**src/rtl/control_unit.sv**
```systemverilog
// rtl/control_unit.sv - Sim-AC multicycle sequencer: fetch/decode/execute strobes, retire counter, halt
// Optional single-step gating is built when CU_SINGLE_STEP_EN is defined.
module control_unit #(
  parameter int CNT_W = 16
) (
  input  logic             clk_i,
  input  logic             rst_i,
  input  logic [2:0]       op_i,
  input  logic             mem_ready_i,
`ifdef CU_SINGLE_STEP_EN
  input  logic             step_i,
`endif
  output logic             mar_load_o,
  output logic             mar_src_o,
  output logic             mem_rd_o,
  output logic             mem_wr_o,
  output logic             ir_load_o,
  output logic             pc_inc_o,
  output logic             ctrl_jmp_o,
  output logic             acc_load_o,
  output logic             alu_add_o,
  output logic             flags_load_o,
  output logic             halt_o,
  output logic [CNT_W-1:0] instr_cnt_o
);

  localparam logic [2:0] OP_NOP = 3'b000;
  localparam logic [2:0] OP_ADD = 3'b001;
  localparam logic [2:0] OP_LDA = 3'b010;
  localparam logic [2:0] OP_STA = 3'b011;
  localparam logic [2:0] OP_JMP = 3'b100;
  localparam logic [2:0] OP_JZ  = 3'b101;
  localparam logic [2:0] OP_JC  = 3'b110;
  localparam logic [2:0] OP_HLT = 3'b111;

  typedef enum logic [2:0] {
    S_FETCH_A,
    S_FETCH_M,
    S_DECODE,
    S_EXEC_MEM,
    S_BRANCH,
    S_HALT
`ifdef CU_SINGLE_STEP_EN
    , S_WAIT_STEP
`endif
  } state_t;

  // Where every non-HLT instruction goes once it retires.
`ifdef CU_SINGLE_STEP_EN
  localparam state_t S_AFTER_RETIRE = S_WAIT_STEP;
`else
  localparam state_t S_AFTER_RETIRE = S_FETCH_A;
`endif

  state_t           state_q;
  logic [CNT_W-1:0] cnt_q;
  logic             retire;
  logic             is_mem_op;

  assign is_mem_op = (op_i == OP_LDA) || (op_i == OP_ADD) || (op_i == OP_STA);

  always_comb begin
    retire = 1'b0;
    case (state_q)
      S_DECODE:   retire = (op_i == OP_NOP) || (op_i == OP_HLT);
      S_BRANCH:   retire = 1'b1;
      S_EXEC_MEM: retire = mem_ready_i;
      default:    retire = 1'b0;
    endcase
  end

  always_ff @(posedge clk_i) begin
    if (rst_i) begin
      state_q <= S_FETCH_A;
      cnt_q   <= '0;
    end else begin
      if (retire && (cnt_q != {CNT_W{1'b1}})) begin
        cnt_q <= cnt_q + CNT_W'(1);
      end
      case (state_q)
        S_FETCH_A: state_q <= S_FETCH_M;
        S_FETCH_M: if (mem_ready_i) state_q <= S_DECODE;
        S_DECODE: begin
          case (op_i)
            OP_NOP:                state_q <= S_AFTER_RETIRE;
            OP_HLT:                state_q <= S_HALT;
            OP_JMP, OP_JZ, OP_JC:  state_q <= S_BRANCH;
            default:               state_q <= S_EXEC_MEM;
          endcase
        end
        S_BRANCH:   state_q <= S_AFTER_RETIRE;
        S_EXEC_MEM: if (mem_ready_i) state_q <= S_AFTER_RETIRE;
        S_HALT:     state_q <= S_HALT;
`ifdef CU_SINGLE_STEP_EN
        S_WAIT_STEP: if (step_i) state_q <= S_FETCH_A;
`endif
        default:    state_q <= S_FETCH_A;
      endcase
    end
  end

  // Strobes are a pure decode so memory handshakes complete in the ready cycle.
  always_comb begin
    mar_load_o   = 1'b0;
    mar_src_o    = 1'b0;
    mem_rd_o     = 1'b0;
    mem_wr_o     = 1'b0;
    ir_load_o    = 1'b0;
    pc_inc_o     = 1'b0;
    ctrl_jmp_o   = 1'b0;
    acc_load_o   = 1'b0;
    alu_add_o    = 1'b0;
    flags_load_o = 1'b0;
    halt_o       = 1'b0;
    if (!rst_i) begin
      case (state_q)
        S_FETCH_A: mar_load_o = 1'b1;
        S_FETCH_M: begin
          mem_rd_o = 1'b1;
          if (mem_ready_i) begin
            ir_load_o = 1'b1;
            pc_inc_o  = 1'b1;
          end
        end
        S_DECODE: begin
          if (is_mem_op) begin
            mar_load_o = 1'b1;
            mar_src_o  = 1'b1;
          end
        end
        S_EXEC_MEM: begin
          if (op_i == OP_STA) begin
            mem_wr_o = 1'b1;
          end else begin
            mem_rd_o = 1'b1;
            if (mem_ready_i) begin
              acc_load_o   = 1'b1;
              flags_load_o = 1'b1;
              alu_add_o    = (op_i == OP_ADD);
            end
          end
        end
        S_BRANCH: ctrl_jmp_o = 1'b1;
        S_HALT:   halt_o     = 1'b1;
        default:  ;
      endcase
    end
  end

  assign instr_cnt_o = rst_i ? '0 : cnt_q;

endmodule
```
**config.mk**
```make
export PLATFORM = sky130hd
export DESIGN_NAME = control_unit
export DESIGN_NICKNAME = d
export VERILOG_FILES = /design/src/rtl/control_unit.sv
export SDC_FILE = /design/constraint.sdc
export NUM_CORES = 1
export LEC_CHECK = 0
export ABC_AREA = 1
export CORE_UTILIZATION = 50
export DETAILED_ROUTE_END_ITERATION = 7
export GPL_ROUTABILITY_DRIVEN = 0
export HOLD_SLACK_MARGIN = 0.03
export PLACE_DENSITY = 0.9
export SLEW_MARGIN = 20
export SYNTH_ARGS = -nofsm -noshare
export SYNTH_HDL_FRONTEND = slang
export SYNTH_SLANG_ARGS = --single-unit
```
**constraint.sdc**
```tcl
create_clock -name clk_i -period 1.81 [get_ports clk_i]
set_input_delay 0.362 -clock clk_i [delete_from_list [all_inputs] [get_ports clk_i]]
set_output_delay 0.362 -clock clk_i [all_outputs]
set_load 0.01 [all_outputs]
```
==> reports/results.ini <==
[min_path]
hold_class = reg -> reg
hp-start = cnt_q[3]$_SDFFE_PP0P_

[power]
leakagePower_nw = 0.882
vdd_drop_max_uv = 562
p_per_area_mw_per_mm2 = 478

[cells_and_area]
finalInstanceArea_sq_mm = 0.00190
final_core_util_pct = 74.0
nFillCells = 226
drive_above_1_share_pct = 20.9
diodes = 0
area_delta_synth_final_pct = 34.4
fin_nets = 300
fin_cells = 322

[synthesis]
yosysUniqueCellTypes = 23
synth_edf_count = 0
yosysMostFrequentCell = nand2_1
yosysWarnings = 0
ys_seq_area_share_pct = 26.9
synth-xor-area-share_pct = 1.86
synth_area_leaders = dfxtp_1, nand2_1, nor2_1
avgSynthCellArea_sq_um = 5.79
synth_mux_area_share_pct = 0
synth_compound_gate_area_share_pct = 8.76
synthFlopType = dfxtp_1
synth_area_sq_mm = 0.00141
synth_seq_cells = 19
synthDominantCellAreaShare_pct = 26.9
synthesis.nets = 251
yosys.area_share.simple_pct = 48.1
netlist_instances = 244
synth_area_leader_cell = dfxtp_1
synth_top_family_by_area = simple AND/OR/NAND/NOR gates
synth-async-reset-ratio_pct = 0
synth-adder-area-share_pct = 0.885
synth_common_cells = nand2_1, nor2_1, inv_1, nand3_1, dfxtp_1

[outcome]
outcome = finished clean

[timing]
fmax_mhz = 574
period_share_pct = 96.2
final_hold_viol_count = 0
slew_viol_final = 0
slew-limit-headroom_pct = 78.0
setup_ws_ns = 0.0693
worst_slew_pin_slew_ns = 0.329
skew_ns = 0.00997
setup_violations = 0
rsz0062_at_grt = no
min_period_ns = 1.74

[worst_setup_path]
worstReg2RegStart = cnt_q[0]$_SDFFE_PP0P_
cp-start-kind = input port
cp.arrival_ns = 1.38
critPathMaxFanout = 2
critical_path_class = in -> out
crit_start = op_i[2]
cp.required_ns = 1.45
crit_path_end_kind = output port

[place]
port_buffers = 32
place_ws_ns = -0.389
dp_hpwl_um = 2790
dpl.cell_count = 312
place_area_sq_mm = 0.00184

[drt]
num_vias = 1660
wire_per_inst_um = 11.8
first_pass_iters = 4
antenna_left = 0
drc = 0
viasPerCell = 5.16
wl_um = 3790
first_iter_violations = 34

[cts]
clkLatencyLatePin_ns = 0.31
clock-sinks = 19
clock-root-buffer = clkbuf_4
tritoncts = done
cts_inserted_buffers = 3
clkTransAtPathRegs_ns = 0.12
cts_buffer_depth = 2
cts-htree-levels = 1

[grt]
met3_usage_pct = 6.28
grt_max_degree = 15
grt_pass1_vias = 1412
grt_use_met1_pct = 34.8
grt_usage_pct = 28.0
antenna_found_initial = 0
met2_usage_pct = 47.2
grt_pass1_wl_um = 6020
grt-busiest-layer = met2
grt_overflow = 0

[job]
cap_violations = 0

[floorplan]
top_level_ports = 33
dieArea_sq_mm = 0.00304
fp.dieW_um = 55.2
core_sq_mm = 0.00257
die_y_um = 55.2
start_util_pct = 55.1
rows = 18

## flip-flops by register name, indices dropped and copies added, names as in the netlist
register,flops
cnt_q,16
state_q,3
## cell usage in the layout, fill, tap and decap left out, types with 3 or more instances in the layout
cell             netlist  layout
inv_1                 33      31
a21oi_1               11      10
dfxtp_1               19      15
buf_4                  3      18
clkbuf_4               0       3
xor2_1                 3       3
inv_2                  1       3
nor2_1                41      41
nand3_1               26      24
clkbuf_2               0       4
o21ai_0                5       5
a21oi_2                5       6
nand4_1                5       5
dfxtp_2                0       3
nand2_1               70      70
nand3_2                1       3
nand2_2                5       5
dlygate4sd2_1          0      19
buf_2                  0       3
clkdlybuf4s15_2        0       3
## kinds of logic (layout without fill, tap and decap cells)
logic type,after synthesis,count (layout)
simple gates,156,156
buf+inv,44,92
compound gates,21,21
flops,19,19
xor+xnor,3,3
fa+ha+maj,1,1
## cell type report
class                      instances  area, sq um  share of cell area (%)
timing repair buffer              53          452                    23.8
clock buffer                       4         26.3                    1.38
multi-input combinational        181          866                    45.6
inverter                          35          131                    6.91
tap                               30         37.5                    1.97
sequential                        19          388                    20.4
## per-layer routing
layer | wire (um) | vias to the layer above
met5 | 0 | -
met4 | 59 | 0
met3 | 209 | 8
met2 | 1880 | 47
met1 | 1640 | 751
li1 | - | 854
## critical path, cell delays in order
cell,delay (ns)
clkdlybuf4s50_1,0.43
inv_1,0.08
nand3_1,0.09
nor3_1,0.14
dlygate4sd2_1,0.28
## stage by stage
step                setup TNS, ns  total power [W]  hold slack, ns
floorplan                       0         0.000574           0.464
global placement            -7.13         0.000655           0.480
detailed placement          -8.50         0.000659           0.484
CTS                             0         0.000892           0.502
global route                    0         0.000956           0.536
finish                          0         0.000909           0.516
## repair_timing
item                                   4_1_cts  5_1_grt
setup buffers                                4        2
hold buffers                                 0        0
endpoints found under the hold margin        0        0
pin swaps                                    2        3
gates resized for setup                     53       14
setup endpoints to repair                   27       16
## power by group
part / internal, W / switching [W]
clock: 0.0000862 / 0.000144
combinational: 0.0000993 / 0.000126
sequential: 0.000434 / 0.0000189
total: 0.000620 / 0.000289
## final timing paths
| check | to | slack, ns | depth (start not counted) |
|---|---|---|---|
| worst max-delay path | mem_wr_o | 0.07 | 5 |
| worst min-delay path | cnt_q[3]$_SDFFE_PP0P_ | 0.52 | 2 |
| worst max register to register | cnt_q[11]$_SDFFE_PP0P_ | 0.17 | 10 |
| worst min register to register | cnt_q[3]$_SDFFE_PP0P_ | 0.52 | 2 |
No activity file was read; power rests on OpenSTA's default activity.
==> variant (config.mk and constraints unchanged) <==
Set the parameter `CNT_W` to 32 (it was 16).
--- a/src/rtl/control_unit.sv
+++ b/src/rtl/control_unit.sv
@@ -2,5 +2,5 @@
 // Optional single-step gating is built when CU_SINGLE_STEP_EN is defined.
 module control_unit #(
-  parameter int CNT_W = 16
+  parameter int CNT_W = 32
 ) (
   input  logic             clk_i,
Interface: changed (resized instr_cnt_o); port bits go from 33 to 49. The function was not compared with the original's and may differ.
==> variant against the unedited design <==
Sequential cell count up 16; final cell count up 84%; routed wire length up 90%; via count up 86%; hold slack worse by 0.075 ns; total power up 110%; final area up 83%; area after synthesis up 83%; maximum frequency down 2.6%; non-clock buffer count up 23; setup slack worse by 0.047 ns; core utilization down 2.3 points.
==> variant: results (changes against the unedited design) <==
<table>
<tr><th>Metric</th><th>Value</th></tr>
<tr><th colspan="2">Outcome</th></tr>
<tr><td>Outcome</td><td>finished clean</td></tr>
<tr><th colspan="2">STA</th></tr>
<tr><td>Max Clock Skew</td><td>0.0103 ns (+0.000306 ns)</td></tr>
<tr><td>Max_slew headroom</td><td>0.739 (-0.0404)</td></tr>
<tr><td>WHS</td><td>0.441 ns (-0.0752 ns)</td></tr>
<tr><th colspan="2">Logic synthesis</th></tr>
<tr><td>Top cells by count, synth</td><td>nand2_1, nor2_1, inv_1, dfxtp_1, a21oi_1</td></tr>
<tr><td>Cell types with the largest area share after synthesis</td><td>dfxtp_1, nand2_1, nor2_1, inv_1, a21oi_1</td></tr>
<tr><td>Cells after synthesis</td><td>456 (+87%)</td></tr>
<tr><th colspan="2">Placement</th></tr>
<tr><td>Pre-CTS WS</td><td>-0.412 ns (-0.0229 ns)</td></tr>
<tr><td>Instance area at placement</td><td>3260 sq um (+77%)</td></tr>
<tr><th colspan="2">Critical path</th></tr>
<tr><td>Data arrival time of the critical path</td><td>1.43 ns (+0.05 ns)</td></tr>
<tr><td>RR Endpoint</td><td>cnt_q[29]$_SDFFE_PP0P_</td></tr>
<tr><td>Register-to-register setup slack</td><td>0.12 ns (-0.05 ns)</td></tr>
<tr><th colspan="2">Clocking</th></tr>
<tr><td>Level count of the clock H-tree</td><td>2 (+1)</td></tr>
<tr><td>Buffer type at the clock tree root</td><td>clkbuf_8</td></tr>
<tr><td>Clock transition at the registers of the reported paths</td><td>0.07 ns (-0.05 ns)</td></tr>
<tr><td>Post-CTS setup repair buffer count</td><td>2 (-2)</td></tr>
<tr><th colspan="2">Final layout</th></tr>
<tr><td>Largest registers in the final layout</td><td>cnt_q (32), state_q (3)</td></tr>
<tr><td>Share of layout cells above drive strength 1</td><td>0.189 (-0.0203)</td></tr>
<tr><th colspan="2">GRT</th></tr>
<tr><td>Vias in the first global route</td><td>2756 (+95%)</td></tr>
<tr><td>First-pass GRT wire length</td><td>11700 um (+94%)</td></tr>
<tr><th colspan="2">Min path</th></tr>
<tr><td>Hold Startpoint</td><td>rst_i</td></tr>
<tr><td>Worst-case hold path end point</td><td>cnt_q[20]$_SDFFE_PP0P_</td></tr>
<tr><th colspan="2">Routing</th></tr>
<tr><td>1st-pass router iterations</td><td>6 (+2)</td></tr>
<tr><td>Count of vias placed by the detailed router</td><td>3091 (+86%)</td></tr>
<tr><th colspan="2">Power</th></tr>
<tr><td>Clk pwr</td><td>0.727 mW (+220%)</td></tr>
</table>
==> variant: changes by cell type after synthesis, moves of 3 or more <==
cell / unedited run / this run
xor2_1: 3 / 13
inv_1: 33 / 47
nor2_1: 41 / 98
dfxtp_1: 19 / 35
a21oi_2: 5 / 2
nor2_2: 1 / 4
nand2_1: 70 / 159
a21oi_1: 11 / 27
clkbuf_1: 2 / 8
==> variant: per-layer routing <==
layer,global-route usage,part of all wire,vias to the layer above
met3,0.0461,0.075,26
met2,0.494,0.49,130
met5,0,0,-
met1,0.326,0.41,1401
li1,-,-,1534
met4,0.103,0.026,0
==> variant: area by class of cell <==
cell class | count | area [sq um]
fillers | 409 | 1370
clock buffers | 5 | 68.8
inverters | 50 | 195
repair buffers | 76 | 718
multi-input cells | 356 | 1640
well taps | 67 | 83.8
flip-flops and latches | 35 | 733
clock inverters | 3 | 43.8
==> variant: worst max-delay path, cell delays in order <==
cell	delay (ns)
buf_2	0.19
buf_4	0.19
nor2_1	0.12
clkdlybuf4s50_1	0.56
